[config.mk]
export PLATFORM = sky130hd
export DESIGN_NAME = riscv_v_dispatch
export DESIGN_NICKNAME = d
export VERILOG_FILES = /design/src/rtl/riscv_v_dispatch.sv
export SDC_FILE = /design/constraint.sdc
export NUM_CORES = 1
export LEC_CHECK = 0
export BUFFER_PORTS_ARGS = -buffer_cell sky130_fd_sc_hd__buf_2
export CORE_MARGIN = 5
export CORE_UTILIZATION = 25
export CTS_CLUSTER_DIAMETER = 50
export DETAILED_ROUTE_END_ITERATION = 10
export PLACE_DENSITY = 0.44
export RECOVER_POWER = 50
export SLEW_MARGIN = 0
export SYNTH_ARGS = -nofsm -noshare
export SYNTH_HDL_FRONTEND = slang
export SYNTH_SLANG_ARGS = --single-unit
export TNS_END_PERCENT = 1
[constraint.sdc]
create_clock -name clk -period 4.3 [get_ports clk]
set_input_delay 0.86 -clock clk [delete_from_list [all_inputs] [get_ports clk]]
set_output_delay 0.86 -clock clk [all_outputs]
set_load 0.03 [all_outputs]
[src/rtl/riscv_v_dispatch.sv]
// Integer-side dispatcher for the vector unit: instruction FIFO, v2i rd tag FIFO and integer-register busy scoreboard.
// Optional same-cycle bypass of an empty FIFO is enabled by defining RISCV_V_DISPATCH_BYPASS_EN.
module riscv_v_dispatch #(
  parameter int IQ_DEPTH   = 4,
  parameter int PEND_DEPTH = 4
) (
  input  logic        clk,
  input  logic        rst,
  input  logic        clear_pipe,
  input  logic        core_valid,
  output logic        core_ready,
  input  logic [31:0] core_instr,
  input  logic [31:0] core_rs1_data,
  input  logic [4:0]  core_rs_a,
  input  logic [4:0]  core_rs_b,
  output logic        core_raw_stall,
  output logic [31:0] instruction_id,
  output logic [31:0] int_rf_rd_data_id,
  input  logic        riscv_v_stall,
  input  logic        int_rf_wr_en_wb,
  input  logic [31:0] int_rf_wr_data_wb,
  output logic        irf_wr_en,
  output logic [4:0]  irf_wr_addr,
  output logic [31:0] irf_wr_data,
  output logic        pend_full
);

  localparam logic [31:0] NOP = 32'h0000_0013;
  localparam int IAW = $clog2(IQ_DEPTH);
  localparam int PAW = $clog2(PEND_DEPTH);
  localparam int CW  = $clog2(PEND_DEPTH + 1);
  localparam logic [IAW:0]  IQ_ONE  = {{IAW{1'b0}}, 1'b1};
  localparam logic [PAW:0]  TAG_ONE = {{PAW{1'b0}}, 1'b1};
  localparam logic [CW-1:0] CNT_ONE = {{(CW-1){1'b0}}, 1'b1};

  logic [31:0]   iq_instr [IQ_DEPTH];
  logic [31:0]   iq_data  [IQ_DEPTH];
  logic [IAW:0]  iq_wr, iq_rd;
  logic          iq_empty, iq_full;
  logic [4:0]    tag_mem [PEND_DEPTH];
  logic [PAW:0]  tag_wr, tag_rd;
  logic          tag_empty;
  logic [CW-1:0] busy_cnt [32];
  logic [31:0]   busy;

  logic [31:0] cand_instr, cand_data;
  logic        cand_valid, cand_bypass, cand_v2i;
  logic        present, pop, iq_pop, push, issue, retire;
  logic [4:0]  issue_rd, retire_rd;

  function automatic logic is_v2i(input logic [31:0] w);
    return (w[6:0] == 7'b1010111) && (w[14:12] == 3'b010) && (w[31:26] == 6'b010000) &&
           (w[19:15] == 5'd0) && (w[11:7] != 5'd0);
  endfunction

  assign iq_empty   = (iq_wr == iq_rd);
  assign iq_full    = (iq_wr[IAW] != iq_rd[IAW]) && (iq_wr[IAW-1:0] == iq_rd[IAW-1:0]);
  assign tag_empty  = (tag_wr == tag_rd);
  assign pend_full  = (tag_wr[PAW] != tag_rd[PAW]) && (tag_wr[PAW-1:0] == tag_rd[PAW-1:0]);
  assign core_ready = !iq_full;
  assign issue_rd   = cand_instr[11:7];
  assign retire     = int_rf_wr_en_wb && !tag_empty;
  assign retire_rd  = tag_mem[tag_rd[PAW-1:0]];

  // A v2i head waits while every tag slot is taken; decode sees a NOP meanwhile.
  always_comb begin
    // NOTE: every combinational output gets a default first so no path can infer a latch.
    cand_instr  = iq_instr[iq_rd[IAW-1:0]];
    cand_data   = iq_data[iq_rd[IAW-1:0]];
    cand_valid  = !iq_empty;
    cand_bypass = 1'b0;
`ifdef RISCV_V_DISPATCH_BYPASS_EN
    if (iq_empty && core_valid && !riscv_v_stall && !clear_pipe) begin
      cand_instr  = core_instr;
      cand_data   = core_rs1_data;
      cand_valid  = 1'b1;
      cand_bypass = 1'b1;
    end
`endif
    cand_v2i          = is_v2i(cand_instr);
    present           = cand_valid && !(cand_v2i && pend_full);
    instruction_id    = present ? cand_instr : NOP;
    int_rf_rd_data_id = present ? cand_data : 32'd0;
    pop               = present && !riscv_v_stall;
    iq_pop            = pop && !cand_bypass;
    issue             = pop && cand_v2i;
    push              = core_valid && core_ready && !clear_pipe && !(cand_bypass && present);
  end

  always_comb begin
    busy = '0;
    for (int r = 1; r < 32; r++) busy[r] = (busy_cnt[r] != '0);
    core_raw_stall = busy[core_rs_a] || busy[core_rs_b];
  end

  // NOTE: FIFO storage carries no reset; the pointers alone decide which entries are meaningful.
  always_ff @(posedge clk) begin
    if (push) begin
      iq_instr[iq_wr[IAW-1:0]] <= core_instr;
      iq_data[iq_wr[IAW-1:0]]  <= core_rs1_data;
    end
    if (issue) tag_mem[tag_wr[PAW-1:0]] <= issue_rd;
  end

  always_ff @(posedge clk) begin
    if (rst) begin
      iq_wr <= '0;
      iq_rd <= '0;
    end else if (clear_pipe) begin
      iq_rd <= iq_wr;
    end else begin
      if (push)   iq_wr <= iq_wr + IQ_ONE;
      if (iq_pop) iq_rd <= iq_rd + IQ_ONE;
    end
  end

  // Issued tags survive clear_pipe: the vector unit will still write those results back.
  always_ff @(posedge clk) begin
    if (rst) begin
      tag_wr      <= '0;
      tag_rd      <= '0;
      irf_wr_en   <= 1'b0;
      irf_wr_addr <= 5'd0;
      irf_wr_data <= 32'd0;
      for (int r = 0; r < 32; r++) busy_cnt[r] <= '0;
    end else begin
      if (issue)  tag_wr <= tag_wr + TAG_ONE;
      if (retire) begin
        tag_rd      <= tag_rd + TAG_ONE;
        irf_wr_addr <= retire_rd;
        irf_wr_data <= int_rf_wr_data_wb;
      end
      irf_wr_en <= retire;
      for (int r = 0; r < 32; r++) begin
        if (issue && issue_rd == 5'(r) && !(retire && retire_rd == 5'(r)))
          busy_cnt[r] <= busy_cnt[r] + CNT_ONE;
        else if (retire && retire_rd == 5'(r) && !(issue && issue_rd == 5'(r)))
          busy_cnt[r] <= busy_cnt[r] - CNT_ONE;
      end
    end
  end

  // A writeback with no outstanding tag is a vector-unit protocol error; it is dropped.
  always_ff @(posedge clk) begin
    if (!rst && int_rf_wr_en_wb) assert (!tag_empty);
  end

endmodule

# Word-level counts from Yosys, hierarchy flattened
# Memory sizes are Yosys's and may differ from the RTL's. A register that Yosys moved wholly into a read port is not among the register bits.
# Index checks and enable logic that the tools add are counted.
[totals]
regBits = 50
latchBits = 0
mem_bits_rw = 372
romBits = 0
input_bits = 112
out_inout_bits = 105
elab_cells = 774
mem_count = 4
[mem_list]
columns = ["name", "depth", "word_bits", "read_ports", "rd_ports_with_merged_regs", "write_ports", "line_no", "text"]
rows = [
  ["iq_data", 4, 32, 1, 1, 1, "37", "logic [31:0] iq_data [IQ_DEPTH];"],
  ["iq_instr", 4, 32, 1, 1, 1, "36", "logic [31:0] iq_instr [IQ_DEPTH];"],
  ["busy_cnt", 32, 3, 32, 0, 32, "43", "logic [CW-1:0] busy_cnt [32];"],
  ["tag_mem", 4, 5, 1, 1, 1, "40", "logic [4:0] tag_mem [PEND_DEPTH];"],
]
[op_classes]
n_addsub = 68
mul = 0
n_div = 0
n_lt_le_gt_ge = 2
eq_ne = 71
n_shift = 0
n_mux = 308
bitwise = 65
reduce_logical = 249
[op_table]
columns = ["operator", "count"]
rows = [
  ["1-bit 2-to-1 mux", 232],
  ["3-bit 2-to-1 mux", 66],
  ["5-bit == test (second input constant)", 32],
  ["1-bit logical AND", 141],
  ["3-bit by 1-bit adder with 3-bit output (second input constant)", 36],
  ["3-bit by 1-bit subtractor with 3-bit output (second input constant)", 32],
  ["3-bit nonzero test", 31],
  ["5-bit by 4-bit == test with 1-bit output (second input constant)", 16],
  ["1-bit zero test", 70],
  ["32-bit 2-to-1 mux", 2],
  ["1-bit OR", 64],
  ["5-bit by 3-bit == test with 1-bit output (second input constant)", 8],
  ["5-bit by 2-bit == test with 1-bit output (second input constant)", 4],
  ["5-bit zero test", 3],
  ["5-bit by 6-bit less-than comparator with 1-bit output (second input constant)", 2],
  ["2-bit 2-to-1 mux", 6],
  ["1-bit binary-select mux with 5-bit select", 2],
  ["5-bit by 1-bit == test with 1-bit output (second input constant)", 2],
  ["7-bit == test (second input constant)", 1],
  ["3-bit == test", 2],
  ["6-bit by 5-bit == test with 1-bit output (second input constant)", 1],
  ["5-bit nonzero test", 1],
  ["2-bit == test", 2],
  ["3-bit by 2-bit == test with 1-bit output (second input constant)", 1],
  ["5 further kinds", 6],
]

# Depth between registers and ports, before layout
# Gate-level depths: netlist of run 1.
[logic_depth]
depth_word = 18
mapped_depth = 15

# Least setup slack after synthesis of run 1
# OpenSTA, ideal clock, no wires.
[synth_timing]
path_kind = "register to output"
from = "register with a tool-made name"
to = "output instruction_id[28]"
t_arrival_ns = 3.278
required_time_ns = 3.440
slack_ns = 0.162
stages_incl_launch_ff = 10
n_path_buf = 4
path_cell_list = "dfxtp_1 > buf_6 > buf_6 > mux4_2 > or4b_1 > a311o_1 > or4b_2 > clkbuf_1 > clkbuf_1 > and3_1"
[synth_rtl]
columns = ["item", "line_no", "text"]
rows = [
  ["end, declared", "17", "output logic [31:0] instruction_id,"],
]

==> results by stage, run 1 <==
Synthesis:
- The parity-gate share of the synthesized area counting xor and xnor cells is 0.03315.
- Synthesis inferred 423 register bits.
- The fraction of post-synthesis cell area in the top cell type by area is 0.5667.
- The cell accounting for the most synthesized area is edfxtp_1.
- The Yosys step of the flow raised 0 warnings.
- Of the total synthesized cell area, the portion taken by AND, OR, NAND and NOR gates is 0.1333.
- The compound-cell area share of the yosys netlist is 0.03794.
- The post-synthesis share of cell area spent on full adders, half adders and majority gates is 0.03903.
- After synthesis, the largest family of logic cells by area is simple AND/OR/NAND/NOR gates.
- The share of the Yosys chip area taken by registers is 0.6220.
- Counting flops with an async set or reset pin after synthesis yields a share of 0.
- The number of different library cells used by synthesis comes to 54.
- The commonest register cell after synthesis is edfxtp_1.
- The multiplexer area fraction after synthesis is 0.1033.
- After synthesis the cells add up to 0.01955 mm2.
- The number of enable flip-flop cells after synthesis is 369.
- Sorting the synthesized cells by area gives the leading types as edfxtp_1 (57%), mux4_2 (9.9%), dfxtp_1 (5.5%).
- The synthesized net count is 1579.
- The average instance in the mapped netlist occupies 13.73 um2.
- The synthesized instance count is 1424.

Timing:
- After layout, the minimum clock period comes to 4521 ps.
- The final hold violation count is 0.
- Setup slack on the critical path of the routed design comes to -221.0 ps.
- Derived from the worst setup path, the maximum achievable clock frequency is 221.2 MHz.
- The normalized max-slew margin is -0.7498.
- For the final routed database, the setup TNS stands at -10200 ps.
- In the finished design, the share of the clock period the worst path needs comes to 1.051.
- The slew at the pin with the worst max-slew slack is 2625 ps.
- Setup repair after global routing could not meet its margin everywhere.
- The count of final max-slew check failures is 156.
- The largest clock skew in the final design is 37.84 ps.
- Setup violations remaining at the end of the flow were counted as 58.

Die:
- The initial standard-cell utilization of the core is 0.2524.
- From bottom edge to top edge, the die measures 289.7 um.
- The width of the die is 289.7 um.
- The floorplan step defined a die boundary enclosing 0.08391 mm2.
- The I/O pin count is 217.
- After floorplanning, the core was divided into 102 placement rows.
- The total area inside the core boundary comes to 0.07747 mm2.

Place:
- The count of buffers added on input and output ports is 216.
- At the end of routability-driven placement, the weighted congestion stood at 0.7796.
- The HPWL after detailed placement is 38.43 mm.
- The placed instances occupy a cell area of 0.02244 mm2.

Drt:
- In this run the remaining antenna-violating nets after routing total 0.
- The via density per instance is 4.556.
- The number of vias in the routed layout is 12890.
- For this run, design rule violations remaining after detail routing come to 0.
- Dividing the detail-routed wire length by the instance count gives 19.32 um.
- Before antenna repair, the detailed router went through 4 iterations.
- For this block, the initial DRC count from the detailed router was 765.
- After detailed routing, the total wire length is 54.65 mm.

Clock tree:
- TritonCTS built the clock tree.
- After clock tree synthesis, the flow added hold-fix buffers numbering 0.
- The H-tree level count is 3.
- The later pin in the worst-skew pair is clocked with a latency of 620 ps.
- The clock drives 423 sinks.
- The number of buffers inserted during clock tree synthesis is 67.
- The clock tree root buffer cell is clkbuf_16.
- In this run the deepest clock path goes through 3 buffers.
- The clock-pin slew on the worst setup and hold paths is 50 ps.

Setup path:
- On the worst path, the slowest cell contributes a delay of 540 ps.
- The endpoint of the lowest-slack register-to-register path is busy_cnt[0][38].
- The critical path class is reg -> out.
- The type of origin of the critical path is a flop.
- Along the worst path, the maximum fanout reaches 47.
- The data required time of the worst path is 3440 ps.
- STA classifies the critical path endpoint as an output port.
- Among all stages on the critical path, the largest delay is contributed by or4b_4.
- The worst register-to-register path has a depth of 12.
- The critical path goes through buf_8 > mux4_2 > or4b_4 > a311o_1 > or4b_4 > buf_12 > and3_1 > buf_4.
- At the worst endpoint, the arrival time is 3660 ps.
- In this design, the critical path's most frequently occurring cell is or4b_4.
- Setup slack on the worst reg-to-reg path comes out at 160 ps.

Power and ir drop:
- For this design the ratio of total power to cell area is 458.9 mW/mm2.
- The total leakage power is 8.498 nW.
- VDD sags by at most 315.7 uV.

Global route:
- For this run, the total global-route usage over all layers was measured as 0.1285.
- The pin count of the biggest net entering global routing is 63.
- The number of antenna violations at the first check in global routing was 17.
- The wire length of the first global-routing pass is 82.41 mm.
- The total global routing overflow is 0.
- The via count of the first global-routing pass is 13410.

Hold path:
- The startpoint of the lowest-slack hold path is irf_wr_data[29].
- The class of the worst hold path is reg -> reg.
- The end point of the most critical hold path is irf_wr_data[29].
- The worst hold path passes through 2 cells.

Finish:
- The layout has 7736 filler cells.
- The fraction of final layout cells sized beyond drive strength 1 is 0.2374.
- The footprint of the flip-flops and latches is 0.01217 mm2.
- In the final design database the tool counted 1882 nets.
- Leaving out fill and tap cells, the most frequent cell in the layout is edfxtp_1.
- The total area of multi-input combinational cells is 0.006862 mm2.
- The final design instance area without fill is 0.02513 mm2.
- The area growth from synthesis to layout is 28.50%.
- In the layout the commonest cells are edfxtp_1 (369), nand2_1 (133), clkbuf_1 (121).

Outcome:
- The run finished, with violations left.
- The final reports fail on max-capacitance violations, max-slew violations, negative setup slack.

Run:
- Across the run, the number of max-cap violations was 5.
## flip-flops by register name (all words and copies together), names as in the netlist, named ones only
signal	cells
busy_cnt	93
iq_data	128
iq_instr	128
iq_rd	3
iq_wr	3
irf_wr_addr	5
irf_wr_data	32
irf_wr_en	1
tag_mem	20
tag_rd	3
tag_wr	3
## repair_timing
action | in CTS | in global routing
setup buffers | 6 | 0
endpoints found under the setup margin | 58 | 59
pin swaps | 2 | 1
resized for setup | 80 | 37
cloned | 0 | 0
## where the power goes
| part | total (mW) | switching, mW | internal [mW] |
|---|---|---|---|
| clock network | 5.67 | 2.10 | 3.57 |
| logic | 1.22 | 0.721 | 0.495 |
| registers | 4.64 | 0.0538 | 4.59 |
## how the worst max path moves through the flow
stage,startpoint,to,slack [ps],cells past startpoint
floorplan,flop,instruction_id[28],160,9
global placement,flop,instruction_id[4],-90,9
detailed placement,flop,instruction_id[4],-160,9
CTS,flop,int_rf_rd_data_id[22],-280,9
global route,flop,instruction_id[3],-340,8
finish,flop,int_rf_rd_data_id[22],-220,8
## cells by family (layout without fill, tap and decap cells)
family,after synthesis,in the layout
flip-flops,423,423
AO/OA/AOI/OAI,124,124
XOR/XNOR,74,74
buffers and inverters,158,516
adder cells (fa/ha/maj),43,43
multiplexers,94,94
AND/OR/NAND/NOR,508,508
other,0,7
## cell type report
type | instances | share of cell area
diodes | 7 | 0.0006971
clock buffers | 82 | 0.07270
clock inverters | 42 | 0.02281
inverters | 72 | 0.01076
multi-input cells | 843 | 0.2731
flip-flops and latches | 423 | 0.4843
well taps | 1040 | 0.05179
repair buffers | 320 | 0.08386
## Yosys cell counts (5+ instances only)
cell type,n
o31ai_1,11
a21oi_1,70
buf_1,9
nor2_1,74
clkbuf_1,72
nor4b_1,5
or4_1,17
nand3_1,47
nor2b_1,8
mux4_2,86
nor3_1,57
nor4_1,29
edfxtp_1,369
and3_1,56
or3_1,34
dfxtp_1,54
o21ai_0,14
nand2_1,134
fa_1,30
xor2_1,32
xnor2_1,42
mux2i_1,5
nand2b_1,10
ha_1,13
inv_1,71
and2_1,14
## metrics by stage
step | cells | utilization | total power [mW] | setup WS (ps) | hold slack (ps)
6_report | 2829 | 0.3244 | 11.53 | -221.0 | 452.3
3_3_place_gp | 2692 | 0.2897 | 5.833 | -90.20 | 438.4
2_1_floorplan | 1424 | - | 5.424 | 161.8 | 502.1
3_5_place_dp | 2692 | 0.2897 | 5.847 | -155.1 | 445.7
5_1_grt | 2822 | 0.3241 | 11.99 | -340.2 | 467.5
4_1_cts | 2822 | 0.3245 | 11.68 | -279.2 | 412.1
## routing by layer
metal / GRT usage / vias up / share of wire / wire (um)
li1: - / 5989 / - / -
met2: 0.2110 / 364 / 0.48 / 25980
met5: 0 / - / 0.0015 / 82
met4: 0.03989 / 12 / 0.028 / 1513
met3: 0.03780 / 115 / 0.072 / 3915
met1: 0.1645 / 6409 / 0.42 / 23160
## worst max-delay path: cells and delay by family, from the launching register on
| kind | cells | cell delay (ps) |
|---|---|---|
| flops | 1 | 410 |
| compound gates | 1 | 310 |
| simple gates | 3 | 1270 |
| buf+inv | 3 | 500 |
| mux | 1 | 510 |
(Power assumes the default switching activity.)
==> run 2, diff against run 1 <==
GPL_TIMING_DRIVEN = 0   (was default)
==> run 2 against run 1 <==
Net effect: the flow still finishes with violations (max-capacitance violations, max-slew violations, negative setup slack); via count is essentially flat; power fell by 6.2%; worst setup slack lost 240 ps; register-to-register slack lost 310 ps; critical path depth increased by 2; non-clock buffer count decreased by 4; routed wire length up 7.0%; first-iteration DRC count is 4.4% lower; global-route usage increased by 0.71 points; final cell count decreased by 0.71%; critical path type unchanged; largest power group unchanged.
==> results by stage, run 2 (synthesis results as in run 1) <==
Timing:
- The final setup slack of the worst path is -461.0 ps (-240.0 ps).
- Setup repair after global routing could not meet its margin everywhere.
- The final setup violation count is 65 (+12%).
- The count of final max-slew check failures was 101 (-35%).
- The slew at the pin with the worst max-slew slack came to 2312 ps (-312.3 ps).
- The shortest period the worst path allows is 4761 ps (+240.0 ps).
- The final critical-path share of the clock period is 1.107 (+0.05580).
- The largest clock skew in the final design is 61.54 ps (+23.70 ps).
- The highest attainable clock frequency is 210.0 MHz (-5.0%).
- The normalized max-slew margin came to -0.5425 (+0.2073).
- The final hold violation count is 0 (unchanged).

Drt:
- The detailed route wirelength on metal2 came to 28.59 mm (+10%).
- The number of vias in the routed layout is 12890 (+0.039%).
- The number of nets still failing antenna checks after routing is 0 (unchanged).
- The average routed wire per standard cell is 20.81 um (+7.7%).
- The highest layer used for signal routing is met5.
- The detailed-routing iteration count for the pre-antenna-repair pass is 5 (+1).
- The detailed route wirelength on metal3 is 5.128 mm (+31%).
- The final wirelength was 58.46 mm (+7.0%).
- The via density per instance came to 4.590 (+0.75%).
- The final routed DRC violation total is 0 (unchanged).
- The count of routing violations after the opening detailed-route iteration is 731 (-4.4%).
- The wire length on met1 came to 23.62 mm (+2.0%).

Global route:
- The overall global routing resource usage is 0.1356 (+0.007100).
- The wire length of the first global-routing pass came to 85.10 mm (+3.3%).
- The pin count of the biggest net entering global routing is 49 (-22%).
- The via count of the first global-routing pass was 13310 (-0.77%).
- The total global routing overflow is 0 (unchanged).
- The number of antenna violations at the first check in global routing is 14 (-3).

Power and ir drop:
- The total leakage power is 8.156 nW (-4.0%).
- The part of the power in combinational logic is 0.123 (+0.018).
- The power per standard cell area came to 432.7 mW/mm2 (-5.7%).
- The part of the power in registers is 0.428 (+0.025).
- The fraction of power consumed by the clock network is 0.449 (-0.043).
- The switching fraction of total power was 0.2546 (+0.005382).
- The maximum VDD drop came to 309.3 uV (-2.0%).
- The internal power of the cells is 8.066 mW (-6.8%).
- The net switching power is 2.755 mW (-4.1%).

Finish:
- The total area of multi-input combinational cells was 0.007267 mm2 (+5.9%).
- The area growth from synthesis to layout is 27.90%.
- The end-of-flow core utilization came to 0.3228 (-0.001518).
- The number of fill cells in the layout is 7801 (+0.84%).
- The final layout net count is 1870 (-0.64%).
- The library cells used most frequently in the layout, excluding fill and tap cells, are edfxtp_1 (369), clkbuf_1 (166), nand2_1 (133).
- The most common cell after layout, fill and taps aside is edfxtp_1.
- The footprint of the flip-flops and latches is 0.01217 mm2 (about the same).
- The final standard cell count with taps included and fillers excluded was 2809 (-0.71%).
- The fraction of final layout cells sized beyond drive strength 1 was 0.2358 (-0.001546).

Place:
- The count of placed standard cells including taps is 2681 (-0.41%).
- The half-perimeter wire length after placement is 41.38 mm (+7.7%).
- The weighted congestion reported at the end of routability-driven placement was 0.8204 (+5.2%).
- The port buffer count is 211 (-2.3%).

Clock tree:
- The number of buffers inserted during clock tree synthesis is 59 (-12%).
- The H-tree level count is 2 (-1).
- The number of buffers on the longest clock path is 3 (unchanged).
- The clock-pin slew on the worst setup and hold paths came to 60 ps (about the same).
- The clock tree root buffer cell is clkbuf_16.
- The count of hold buffers inserted by post-cts repair is 0 (unchanged).
- The clock latency on the worst-skew pair is 630 ps (about the same).
- The number of sinks handled by clock tree synthesis is 423 (unchanged).
- The clock tree from TritonCTS is done.

Die:
- The I/O pin count came to 217 (unchanged).
- The die footprint is 0.08391 mm2 (unchanged).
- The placeable core area is 0.07747 mm2 (unchanged).
- The floorplan die height came to 289.7 um (unchanged).
- The initial standard-cell utilization of the core came to 0.2524 (unchanged).
- The site row count is 102 (unchanged).
- The width of the die is 289.7 um (unchanged).

Setup path:
- The worst-case register-to-register setup slack came to -150 ps (-310 ps).
- The cell type of the slowest stage on the worst timing path is or4b_4.
- The critical path class is reg -> out.
- The arrival time reported for the critical path endpoint is 3900 ps (+240 ps).
- The data required time of the worst path is 3440 ps (about the same).
- The worst setup path is launched from a flop.
- The critical path goes through buf_12 > buf_6 > mux4_2 > or4b_4 > a311o_1 > or4b_4 > clkbuf_16 > clkbuf_16 > and3_1 > buf_6.
- The maximum fanout along the worst path is 10 (-79%).
- The worst setup path is captured at an output port.
- The delay of the slowest cell on the worst path is 580 ps (+40 ps).

Outcome:
- The final reports fail on max-capacitance violations, max-slew violations, negative setup slack.
- The run finished, with violations left.

Hold path:
- The path class of the tightest hold or removal check is reg -> reg.

Run:
- The number of max-capacitance violations reported is 4 (-1).
run 2: metal layers:
layer,GRT usage,vias to the layer above
met5,0,-
met3,0.05090,88
met1,0.1663,6497
li1,-,5958
met2,0.2291,335
met4,0.02962,16
run 2: worst paths after layout:
check,startpoint,to,cells past startpoint
setup / recovery,flop,int_rf_rd_data_id[8],10
hold / removal,irf_wr_data[18],irf_wr_data[18],2
setup reg to reg,flop,busy_cnt[0][26],16
hold reg to reg,irf_wr_data[18],irf_wr_data[18],2
run 2: worst max-delay path: cells and delay by family, from the launching register on:
kind                   cells  cell delay (ps)
buffers and inverters      5              730
and+or+nand+nor            3             1290
AOI/OAI and AO/OA          1              370
DFF                        1              380
muxes                      1              490
run 2: metrics by stage:
stage	setup slack [ps]	total power [mW]	setup TNS, ps	hold WS [ps]	area (um2)
5_1_grt	-595.7	11.29	-36290	427.9	25000
3_5_place_dp	-1350	5.882	-194850	443.9	22050
4_1_cts	-541.6	11.01	-29660	395.8	25000
6_report	-461.0	10.82	-24690	453.8	25010
3_3_place_gp	-1331	5.866	-394590	440.0	21910
2_1_floorplan	161.8	5.424	0	502.1	19550
run 2: final cells by class:
class	instances	share of cell area
flip-flops and latches	423	0.4864
multi-input cells	843	0.2906
clock buffers	68	0.06124
repair buffers	230	0.05929
well taps	1040	0.05203
plain buffers	86	0.02071
clock inverters	42	0.01841
inverters	72	0.01081
diodes	5	0.0005003
run 2: repair_timing:
action / CTS / global route
cloned: 2 / 0
pin swaps: 7 / 4
resized for setup: 218 / 25
endpoints found under the setup margin: 258 / 104
setup buffers: 11 / 0
run 2: power by group through the flow:
stage / clock (mW) / sequential, mW / combinational (mW)
2_1_floorplan: 0 / 4.71 / 0.717
6_report: 4.86 / 4.64 / 1.33
4_1_cts: 5.02 / 4.63 / 1.35
3_5_place_dp: 0 / 4.72 / 1.16
5_1_grt: 5.21 / 4.64 / 1.43
3_3_place_gp: 0 / 4.72 / 1.15
